`config.mk`:
```
export PLATFORM = sky130hd
export DESIGN_NAME = change_dispenser
export DESIGN_NICKNAME = d
export VERILOG_FILES = /design/src/rtl/change_dispenser.sv
export SDC_FILE = /design/constraint.sdc
export NUM_CORES = 1
export LEC_CHECK = 0
export CORE_ASPECT_RATIO = 1.25
export CORE_MARGIN = 3
export CORE_UTILIZATION = 53
export DETAILED_ROUTE_END_ITERATION = 8
export GPL_ROUTABILITY_DRIVEN = 0
export MAX_ROUTING_LAYER = met4
export PLACE_DENSITY = 0.79
export SLEW_MARGIN = 40
export SYNTH_ARGS = -nofsm -noshare
export SYNTH_HDL_FRONTEND = slang
export SYNTH_SLANG_ARGS = --single-unit
export TNS_END_PERCENT = 100
```
`constraint.sdc`:
```
create_clock -name hz100 -period 2.62 [get_ports hz100]
set_clock_uncertainty 0.2 [all_clocks]
set_input_delay 0.524 -clock hz100 [delete_from_list [all_inputs] [get_ports hz100]]
set_output_delay 0.524 -clock hz100 [all_outputs]
set_load 0.02 [all_outputs]
```
`src/rtl/change_dispenser.sv`:
```
// Coin payout controller: pays an amount (in nickels) greedily as dimes then nickels
// through a two-chute hopper, one timed eject pulse per coin, then strobes done.
module change_dispenser #(
  parameter int AMT_W     = 5,
  parameter int PULSE_CYC = 10,
  parameter int GAP_CYC   = 5
) (
  input  logic             hz100,
  input  logic             rst_n,
  input  logic             start,
  input  logic [AMT_W-1:0] amount,
  input  logic             hopper_ready,
  input  logic             dime_empty,
  output logic             dime_out,
  output logic             nickel_out,
  output logic             busy,
  output logic             done,
  output logic [AMT_W-1:0] dimes_paid,
  output logic [AMT_W-1:0] nickels_paid
);

  localparam int CNT_MAX = (PULSE_CYC > GAP_CYC) ? PULSE_CYC : GAP_CYC;
  localparam int CNT_W   = (CNT_MAX > 1) ? $clog2(CNT_MAX + 1) : 1;

  typedef enum logic [2:0] {
    S_IDLE,
    S_CHOOSE,
    S_PULSE,
    S_GAP,
    S_DONE
  } state_t;

  state_t           state_q, state_d;
  logic [AMT_W-1:0] rem_q, rem_d;
  logic [CNT_W-1:0] cnt_q, cnt_d;
  logic             is_dime_q, is_dime_d;
  logic [AMT_W-1:0] dimes_q, dimes_d;
  logic [AMT_W-1:0] nickels_q, nickels_d;
  logic             dime_out_q, dime_out_d;
  logic             nickel_out_q, nickel_out_d;
  logic             busy_q, busy_d;
  logic             done_q, done_d;

  always_comb begin
    state_d   = state_q;
    rem_d     = rem_q;
    cnt_d     = cnt_q;
    is_dime_d = is_dime_q;
    dimes_d   = dimes_q;
    nickels_d = nickels_q;

    case (state_q)
      S_IDLE: begin
        if (start) begin
          rem_d     = amount;
          dimes_d   = '0;
          nickels_d = '0;
          state_d   = S_CHOOSE;
        end
      end
      S_CHOOSE: begin
        if (rem_q == '0) begin
          state_d = S_DONE;
        end else if (hopper_ready) begin
          is_dime_d = (rem_q >= AMT_W'(2)) && !dime_empty;
          cnt_d     = CNT_W'(PULSE_CYC - 1);
          state_d   = S_PULSE;
        end
      end
      S_PULSE: begin
        if (cnt_q == '0) begin
          // Coin is committed only once its full pulse has been delivered.
          if (is_dime_q) begin
            rem_d   = rem_q - AMT_W'(2);
            dimes_d = (dimes_q == '1) ? dimes_q : dimes_q + AMT_W'(1);
          end else begin
            rem_d     = rem_q - AMT_W'(1);
            nickels_d = (nickels_q == '1) ? nickels_q : nickels_q + AMT_W'(1);
          end
          if (GAP_CYC == 0) begin
            state_d = S_CHOOSE;
          end else begin
            cnt_d   = CNT_W'(GAP_CYC - 1);
            state_d = S_GAP;
          end
        end else begin
          cnt_d = cnt_q - CNT_W'(1);
        end
      end
      S_GAP: begin
        if (cnt_q == '0) begin
          state_d = S_CHOOSE;
        end else begin
          cnt_d = cnt_q - CNT_W'(1);
        end
      end
      S_DONE: begin
        state_d = S_IDLE;
      end
      default: begin
        state_d = S_IDLE;
      end
    endcase

    // Outputs are registered copies of the next-state decode.
    dime_out_d   = (state_d == S_PULSE) && is_dime_d;
    nickel_out_d = (state_d == S_PULSE) && !is_dime_d;
    busy_d       = (state_d != S_IDLE);
    done_d       = (state_d == S_DONE);
  end

  always_ff @(posedge hz100 or negedge rst_n) begin
    if (!rst_n) begin
      state_q      <= S_IDLE;
      rem_q        <= '0;
      cnt_q        <= '0;
      is_dime_q    <= 1'b0;
      dimes_q      <= '0;
      nickels_q    <= '0;
      dime_out_q   <= 1'b0;
      nickel_out_q <= 1'b0;
      busy_q       <= 1'b0;
      done_q       <= 1'b0;
    end else begin
      state_q      <= state_d;
      rem_q        <= rem_d;
      cnt_q        <= cnt_d;
      is_dime_q    <= is_dime_d;
      dimes_q      <= dimes_d;
      nickels_q    <= nickels_d;
      dime_out_q   <= dime_out_d;
      nickel_out_q <= nickel_out_d;
      busy_q       <= busy_d;
      done_q       <= done_d;
    end
  end

  assign dime_out     = dime_out_q;
  assign nickel_out   = nickel_out_q;
  assign busy         = busy_q;
  assign done         = done_q;
  assign dimes_paid   = dimes_q;
  assign nickels_paid = nickels_q;

endmodule

```
Word level (Yosys, flattened, before mapping) --
Index checks and enable logic that the tools add are counted.
Storage, ports and cells: memory bits (writable) 0, flip-flop bits (word level) 27, memories kept 0, latch bits 0, logic and storage cells 74, bits in read-only memories 0
Cells by class: bitwise operators 0, reductions and logical operators 15, $lt $le $gt $ge 1, multipliers 0, add/sub/neg operators 5, muxes and demuxes 27, div/mod/pow operators 0, shift operators 0, eq/ne operators 16
Operator list (number):
- 5-bit 2-to-1 mux | 10
- 5-bit one-hot mux with 2 select lines | 3
- 2-bit != test (second input constant) | 9
- 4-bit 2-to-1 mux | 4
- 3-bit 2-to-1 mux | 5
- 3-bit one-hot mux with 4 select lines | 1
- 4-bit one-hot mux with 3 select lines | 1
- 5-bit by 1-bit adder with 5-bit output (second input constant) | 2
- 5-bit equality test (second input constant) | 2
- 5-bit AND reduction | 2
- 3-bit by 2-bit equality test with 1-bit output (second input constant) | 3
- 3-bit nonzero test | 2
- 5-bit by 2-bit greater-or-equal comparator with 1-bit output (second input constant) | 1
- 5-bit logical NOT | 1
- 5-bit by 1-bit subtractor with 5-bit output (second input constant) | 1
- 5-bit by 2-bit subtractor with 5-bit output (second input constant) | 1
- 4-bit logical NOT | 1
- 4-bit AND reduction | 1
- 4-bit by 1-bit subtractor with 4-bit output (second input constant) | 1
- 3-bit by 1-bit equality test with 1-bit output (second input constant) | 1
- 3-bit equality test (second input constant) | 1
- 1-bit logical AND | 3
- 3-bit logical NOT | 1
- 1-bit 2-to-1 mux | 3
- other kinds (3) | 4

Depth between registers and ports, before layout --
Gate-level depths: netlist (run 1).
depth after elaboration 7, depth in mapped cells 7, mapped depth without buffers 7

Least setup slack after synthesis (run 1) --
OpenSTA, ideal clock, no wires.
path type reg2reg, start register dimes_q[0], in the netlist dimes_paid[0], end register dimes_q[3], in the netlist dimes_paid[3], data required time 2.343 ns, setup slack 0.549 ns, data arrival time 1.794 ns, clock period less this slack 2.071 ns, stages on the path, launching flop included 8, cell sequence dfrtp_1 ha_1 and3_1 ha_1 nor2b_1 o2111ai_1 or3_1 a21oi_1
Between the ends: cells in the longest elaborated chain, start to end 5, elaborated cells between the ends (all ways) 8, those cells by class add/sub (1); eq/ne (2); mux (4); reduce/logical (1)
RTL lines:
- start, declared | line 37 | logic [AMT_W-1:0] dimes_q, dimes_d;
- start signal, assigned | line 129 | dimes_q <= dimes_d;
- 5-bit by 1-bit adder with 5-bit output | line 75 | dimes_d = (dimes_q == '1) ? dimes_q : dimes_q + AMT_W'(1);
- 5-bit 2-to-1 mux | line 75
- 5-bit 2-to-1 mux | line 73 | if (is_dime_q) begin
- 5-bit 2-to-1 mux | line 71 | if (cnt_q == '0) begin
- 5-bit one-hot mux with 2 select lines | line 52 | case (state_q)
Several ways; a longest one is shown, not always the timed one. The select of a mux whose other input is x is not followed. A chain may end at the register's enable or synchronous reset.

Worst setup path after layout (run 1) --
start register rem_q[1], end register nickel_out_q, in the netlist nickel_out
Between the ends: cells in the longest elaborated chain, start to end 7, elaborated cells between the ends (all ways) 11, those cells by class order compare (1); eq/ne (1); mux (5); reduce/logical (4)
RTL lines:
- start, declared | line 34 | logic [AMT_W-1:0] rem_q, rem_d;
- start signal, assigned | line 126 | rem_q <= rem_d;
- 5-bit by 2-bit greater-or-equal comparator with 1-bit output | line 65 | is_dime_d = (rem_q >= AMT_W'(2)) && !dime_empty;
- 1-bit logical AND | line 65
- 1-bit 2-to-1 mux | line 64 | end else if (hopper_ready) begin
- 1-bit 2-to-1 mux | line 62 | if (rem_q == '0) begin
- 1-bit 2-to-1 mux | line 52
- 1-bit logical NOT | line 107 | nickel_out_d = (state_d == S_PULSE) && !is_dime_d;
- 1-bit logical AND * | line 107
- named net nickel_out_d | line 40 | logic nickel_out_q, nickel_out_d;
- end signal, assigned | line 132 | nickel_out_q <= nickel_out_d;
- end, declared | line 40
Mark *: on every way through the listed nets, which the timed path passes. The rest lies on a longest branch.

==> results of run 1 <==
==> cells by family (layout without fill, tap and decap cells) <==
group,Yosys count,in the layout,synth area share
simple gates,51,51,0.206
compound gates,44,44,0.188
flops,27,27,0.446
buf+inv,17,40,0.0611
fa+ha+maj,9,9,0.0743
xor+xnor,2,2,0.0116
mux,2,2,0.0132
==> flip-flops by register name, summed over array words and instances (netlist names) <==
name	flops
done	1
nickels_paid	5
dimes_paid	5
state_q	3
is_dime_q	1
cnt_q	4
nickel_out	1
rem_q	5
dime_out	1
busy	1
==> path summary, 6_finish.rpt <==
| check | start | endpoint | slack, ns | cells after the start |
|---|---|---|---|---|
| max | rem_q[1] | nickel_out | 0.37 | 6 |
| min | cnt_q[2] | cnt_q[2] | 0.33 | 1 |
| max reg2reg | rem_q[1] | nickel_out | 0.37 | 6 |
| min reg2reg | cnt_q[2] | cnt_q[2] | 0.33 | 1 |
| max in group asynchronous | rst_n | nickels_paid[2] | 1.61 | 2 |
| min in group asynchronous | rst_n | state_q[1] | 0.36 | 2 |
==> routing by layer <==
layer | GRT usage | part of all wire | up-vias
met5 | - | 0 | -
li1 | - | - | 602
met1 | 0.253 | 0.41 | 602
met3 | 0.0226 | 0.043 | 6
met4 | 0.0990 | 0.0084 | 0
met2 | 0.364 | 0.54 | 29
==> power groups by stage <==
stage,Clock (W),Combinational [W],Sequential [W]
CTS,0.000183,0.000954,0.000738
detailed placement,0,0.000951,0.000745
global route,0.000199,0.00106,0.000770
global placement,0,0.000904,0.000732
finish,0.000174,0.000948,0.000740
floorplan,0,0.000719,0.000712
==> through the flow <==
step | std cells | power [W] | hold slack [ns] | setup slack (ns)
after global placement | 205 | 0.00164 | 0.281 | 0.346
after floorplan | 152 | 0.00143 | 0.0284 | 0.549
after detailed placement | 205 | 0.00170 | 0.302 | 0.267
after CTS | 209 | 0.00187 | 0.336 | 0.364
final | 209 | 0.00186 | 0.329 | 0.375
after global routing | 209 | 0.00203 | 0.364 | 0.260
==> critical path: stages, from the launching register on <==
cell     delay [ns]
dfrtp_1        0.45
inv_1          0.14
ha_1           0.16
or4b_4         0.50
nand3_1        0.22
mux2i_1        0.30
nor3b_1        0.21
==> placed cells by master (no fill, tap or decap), drive strengths merged, types with 2 or more instances in the layout <==
cell type / instances
clkdlybuf4s50: 23
and3: 3
inv: 9
nand3: 2
nor2: 11
nor3: 6
nor2b: 2
ha: 9
dfrtp: 27
a22o: 2
a21o: 5
nor4: 2
clkbuf: 4
a21oi: 6
xor2: 2
nor3b: 4
mux2i: 2
a31oi: 2
nand2: 8
a211oi: 2
nand2b: 2
buf: 4
nand4: 2
or3: 4
o2111ai: 2
o21ai: 17
==> final cells by class <==
| class | instances | area (um2) |
|---|---|---|
| Fill cell | 222 | 920 |
| Multi-Input combinational cell | 108 | 748 |
| Sequential cell | 27 | 676 |
| Timing Repair Buffer | 27 | 260 |
| Tap cell | 34 | 42.5 |
| Inverter | 9 | 33.8 |
| Clock buffer | 4 | 26.3 |
==> results by group, run 1 <==
Global route
  – Total GRT Usage: 0.216
  – Vias in the first global route: 1,316
  – Largest net degree at the start of global routing: 28
  – Antenna violations before repair: 0
  – Global-route wire length before repair: ~5600 um
  – Total grt overflow: 0

Detailed routing
  – DRC: 0
  – Pre-antenna DRT Iters: 4
  – Via count: approximately 1,200
  – DR vias/cell: 5.93
  – Final ANT Viol Nets: 0
  – Drt wl/cell: 15.4 um
  – Initial DRC Count: 32
  – Detailed Route WL: 3220 um

Setup path
  – CP Capture Type: flop
  – Startpoint types: flop
  – CP required: roughly 2.7 ns
  – Crit Path Max Fanout: 5
  – WS Path Type: reg2reg
  – Worst EP arrival: about 2.3 ns

Floorplan
  – Core footprint: 2710 um2
  – Die Area: 3540 um2
  – Number of top-level pins: 24
  – Rows: 21
  – Die extent in x: around 54 um
  – Starting Density: 0.560
  – Chip height: roughly 66 um

Power and ir drop
  – Clock network power share: 0.093
  – Int Power: 0.00104 W
  – Leak: 0.816 nW
  – Gate power share: 0.509
  – PwrDens: 1040 nW/um2
  – Sequential power share: 0.397
  – Sw Pwr: 0.000826 W
  – Switching Share: 0.444
  – VDD IR max: 0.637 mV

Yosys
  – Post-synth ARST share: 1.00
  – Most frequent cell after synthesis: dfrtp_1
  – Syn Inst Count: approximately 150
  – Register area share after synthesis: 0.446
  – Flops & latches, synth: 27
  – Netlist cell types: 43
  – Post-Syn Nets: 171
  – Yosys top cell area share: 0.446
  – Synth area leaders: dfrtp_1 45%, ha_1 7.4%, o21ai_0 4.0%
  – Top post-synthesis cells by count: 27 x dfrtp_1, 12 x o21ai_0, 11 x nor2_1
  – Post-synth top flop: dfrtp_1
  – Post-synth EDFFs: 0
  – Mapped Area: 1520 um2
  – Leading area contributor after synthesis: dfrtp_1
  – Mean Syn Cell Area: between 9 and 10 um2
  – Yosys warnings: 0

Final layout
  – Post-Layout Inst Area: 1790 um2
  – Diodes inserted: 0
  – Layout net count: 195
  – Fin util: 0.660
  – Area growth syn-to-layout: 17.8%
  – Ratio of cells with drive above 1 in the final layout: 0.0743

Outcome
  – Status: completed

Timing
  – Period minus WS final: 2.25 ns
  – Max Slew Vio Count: 0
  – RSZ-0062 raised after global routing: false
  – Fin crit share: 0.857
  – Max Clk Rate: around 0.45 GHz
  – Endpoints failing hold: 0
  – Max transition margin: 0.556
  – Final setup fails: 0
  – Setup total negative slack: 0 ns
  – Slew @ Worst Pin: 0.665 ns

Placement
  – Post-detail-place hpwl: 2420 um
  – Cell Area, Placed: 1760 um2
  – PortBufs: 23

CTS
  – CTS Buf Count: 3
  – Reg clk slew, reported paths: 0.14 ns
  – CTS Hold Buffers Added: 0
  – # Post-CTS Setup Buffers: 0
  – CTS Sinks: 27
  – H-tree levels: 1
  – CTS root buffer: clkbuf_4
  – CTS Buffer Depth: 2
  – Clk Latency, worst-skew pair: 0.31 ns
  – PostCTS Resize Cnt: 0
  – TritonCTS clock tree: done

Run
  – Max-Cap Viols: 0

Hold path
  – Min-delay worst type: reg2reg
Power figures use the tool's default switching activity.
==> inputs of run 2 (changes only) <==
- CORE_MARGIN: 3 -> 2
==> run 2 against run 1 <==
Clock power about the same. Final area increased by 0.49%. Power decreased by 0.71%. Maximum frequency decreased by 2.5%. Critical path depth unchanged.
==> results by group, run 2 (same netlist as run 1, synthesis figures left out) <==
Setup path
  – Flop-to-flop setup slack: 0.32 ns (-0.06 ns)
  – Startpoint types: flop
  – WS Path Type: reg2reg
  – R2R depth: 6 (unchanged)
  – Worst EP arrival: 2.34 ns (+0.06 ns)
  – CP required: 2.66 ns (about the same)
  – CP Capture Type: flop
  – Crit Path Max Fanout: 5 (unchanged)
  – Crit Reg-Reg Endpoint: nickel_out
  – R2r startpoint: rem_q[1]

Hold path
  – Hold path cells: 1 (unchanged)
  – Min-delay worst type: reg2reg
  – Hold endpoint: cnt_q[2]
  – Min-delay src: cnt_q[2]

Timing
  – Slew @ Worst Pin: 0.635 ns (-0.0300 ns)
  – Fin crit share: 0.879 (+0.0218)
  – Max Clk Rate: 0.434 GHz (-2.5%)
  – Final setup fails: 0 (unchanged)
  – Setup total negative slack: 0 ns (unchanged)
  – Max Slew Vio Count: 0 (unchanged)
  – Max transition margin: 0.576 (+0.0200)
  – Endpoints failing hold: 0 (unchanged)
  – Final worst setup slack: 0.318 ns (-0.0570 ns)
  – RSZ-0062 raised after global routing: false
  – Period minus WS final: 2.30 ns (+0.0570 ns)

Final layout
  – Diodes inserted: 0 (unchanged)
  – Filler Cell Count: 211 (-5.0%)
  – Most frequent cells in the layout: 27 x dfrtp_1, 23 x clkdlybuf4s50_1, 12 x o21ai_0, 11 x nor2_1
  – Commonest non-fill, non-tap cell in the layout: dfrtp_1
  – Layout net count: 196 (+0.51%)
  – Ratio of cells with drive above 1 in the final layout: 0.0852 (+0.0109)
  – Area growth syn-to-layout: 18.4%
  – Post-Layout Inst Area: 1800 um2 (+0.49%)

Global route
  – Total grt overflow: 0 (unchanged)
  – Antenna violations before repair: 0 (unchanged)
  – Largest net degree at the start of global routing: 28 (unchanged)
  – Total GRT Usage: 0.213 (-0.00304)
  – Global-route wire length before repair: 5420 um (-3.0%)
  – Vias in the first global route: 1,143 (-13%)

Placement
  – PortBufs: 23 (unchanged)
  – Post-detail-place hpwl: 2330 um (-3.8%)
  – Cell Area, Placed: 1770 um2 (+0.43%)
  – Dpl ws: 0.307 ns (+0.0399 ns)

CTS
  – Clk Latency, worst-skew pair: 0.31 ns (about the same)
  – PostCTS Resize Cnt: 0 (unchanged)
  – H-tree levels: 1 (unchanged)
  – TritonCTS clock tree: done
  – Reg clk slew, reported paths: 0.14 ns (about the same)
  – # Post-CTS Setup Buffers: 0 (unchanged)
  – CTS Hold Buffers Added: 0 (unchanged)
  – CTS Sinks: 27 (unchanged)
  – CTS root buffer: clkbuf_4
  – CTS Buffer Depth: 2 (unchanged)
  – CTS Buf Count: 3 (unchanged)

Detailed routing
  – Top Metal Used: met4
  – Final ANT Viol Nets: 0 (unchanged)
  – Met1 WL: 1360 um (+3.3%)
  – Drt wl/cell: 14.7 um (-4.9%)
  – DR vias/cell: 5.90 (-0.40%)
  – Via count: 1,240 (+0.081%)
  – Detailed Route WL: 3080 um (-4.4%)
  – Pre-antenna DRT Iters: 4 (unchanged)
  – Met3 wire len: 106 um (-24%)
  – Met2 WL: 1600 um (-8.2%)
  – Initial DRC Count: 37 (+16%)
  – DRC: 0 (unchanged)

Floorplan
  – Number of top-level pins: 24 (unchanged)
  – Die extent in x: 51.8 um (-3.7%)
  – Chip height: 63.8 um (-3.0%)
  – Starting Density: 0.560 (unchanged)
  – Die Area: 3310 um2 (-6.6%)
  – Rows: 21 (unchanged)
  – Core footprint: 2710 um2 (unchanged)

Run
  – Max-Cap Viols: 0 (unchanged)

Power and ir drop
  – Leak: 0.824 nW (+0.99%)
  – PwrDens: 1030 nW/um2 (-1.2%)
  – VDD IR max: 0.582 mV (-8.6%)

Outcome
  – Status: completed
[run 2: power breakdown]
part | switching (W) | internal (W)
registers | 0.000172 | 0.000557
logic | 0.000523 | 0.000423
clock network | 0.000116 | 0.0000570
total | 0.000811 | 0.00104
[run 2: worst max path at each step]
stage / from / endpoint / slack (ns) / depth (start not counted)
6_report: rem_q[1] / nickel_out / 0.32 / 6
5_1_grt: rem_q[1] / nickel_out / 0.17 / 6
4_1_cts: rem_q[1] / nickel_out / 0.32 / 6
3_5_place_dp: start / nickel_out / 0.31 / 5
3_3_place_gp: start / nickel_out / 0.37 / 5
2_1_floorplan: dimes_paid[0] / dimes_paid[3] / 0.55 / 7
[run 2: layout make-up]
class / instances / area, um2 / share of cell area
well taps: 34 / 42.5 / 0.0237
clock inverters: 1 / 5.00 / 0.00279
multi-input cells: 108 / 748 / 0.417
repair buffers: 28 / 268 / 0.149
inverters: 9 / 33.8 / 0.0188
flip-flops and latches: 27 / 676 / 0.376
clock buffers: 3 / 22.5 / 0.0125
[run 2: critical path, stage by stage, from the launching register on]
cell,delay [ns]
dfrtp_1,0.44
inv_1,0.14
ha_1,0.17
or4b_4,0.51
nand3_1,0.24
mux2i_1,0.32
nor3b_1,0.22
[run 2: layer usage]
layer  GRT usage  up-vias
li1            -      604
met1       0.292      604
met2       0.351       30
met3      0.0140        2
met4      0.0395        0
met5           -        -
[run 2: through the flow]
step	power, W	util	cells	hold WS [ns]
final	0.00185	0.663	210	0.314
after floorplan	0.00143	-	152	0.0284
after global routing	0.00202	0.663	210	0.356
after global placement	0.00165	0.653	206	0.280
after detailed placement	0.00168	0.653	206	0.297
after CTS	0.00186	0.663	210	0.318
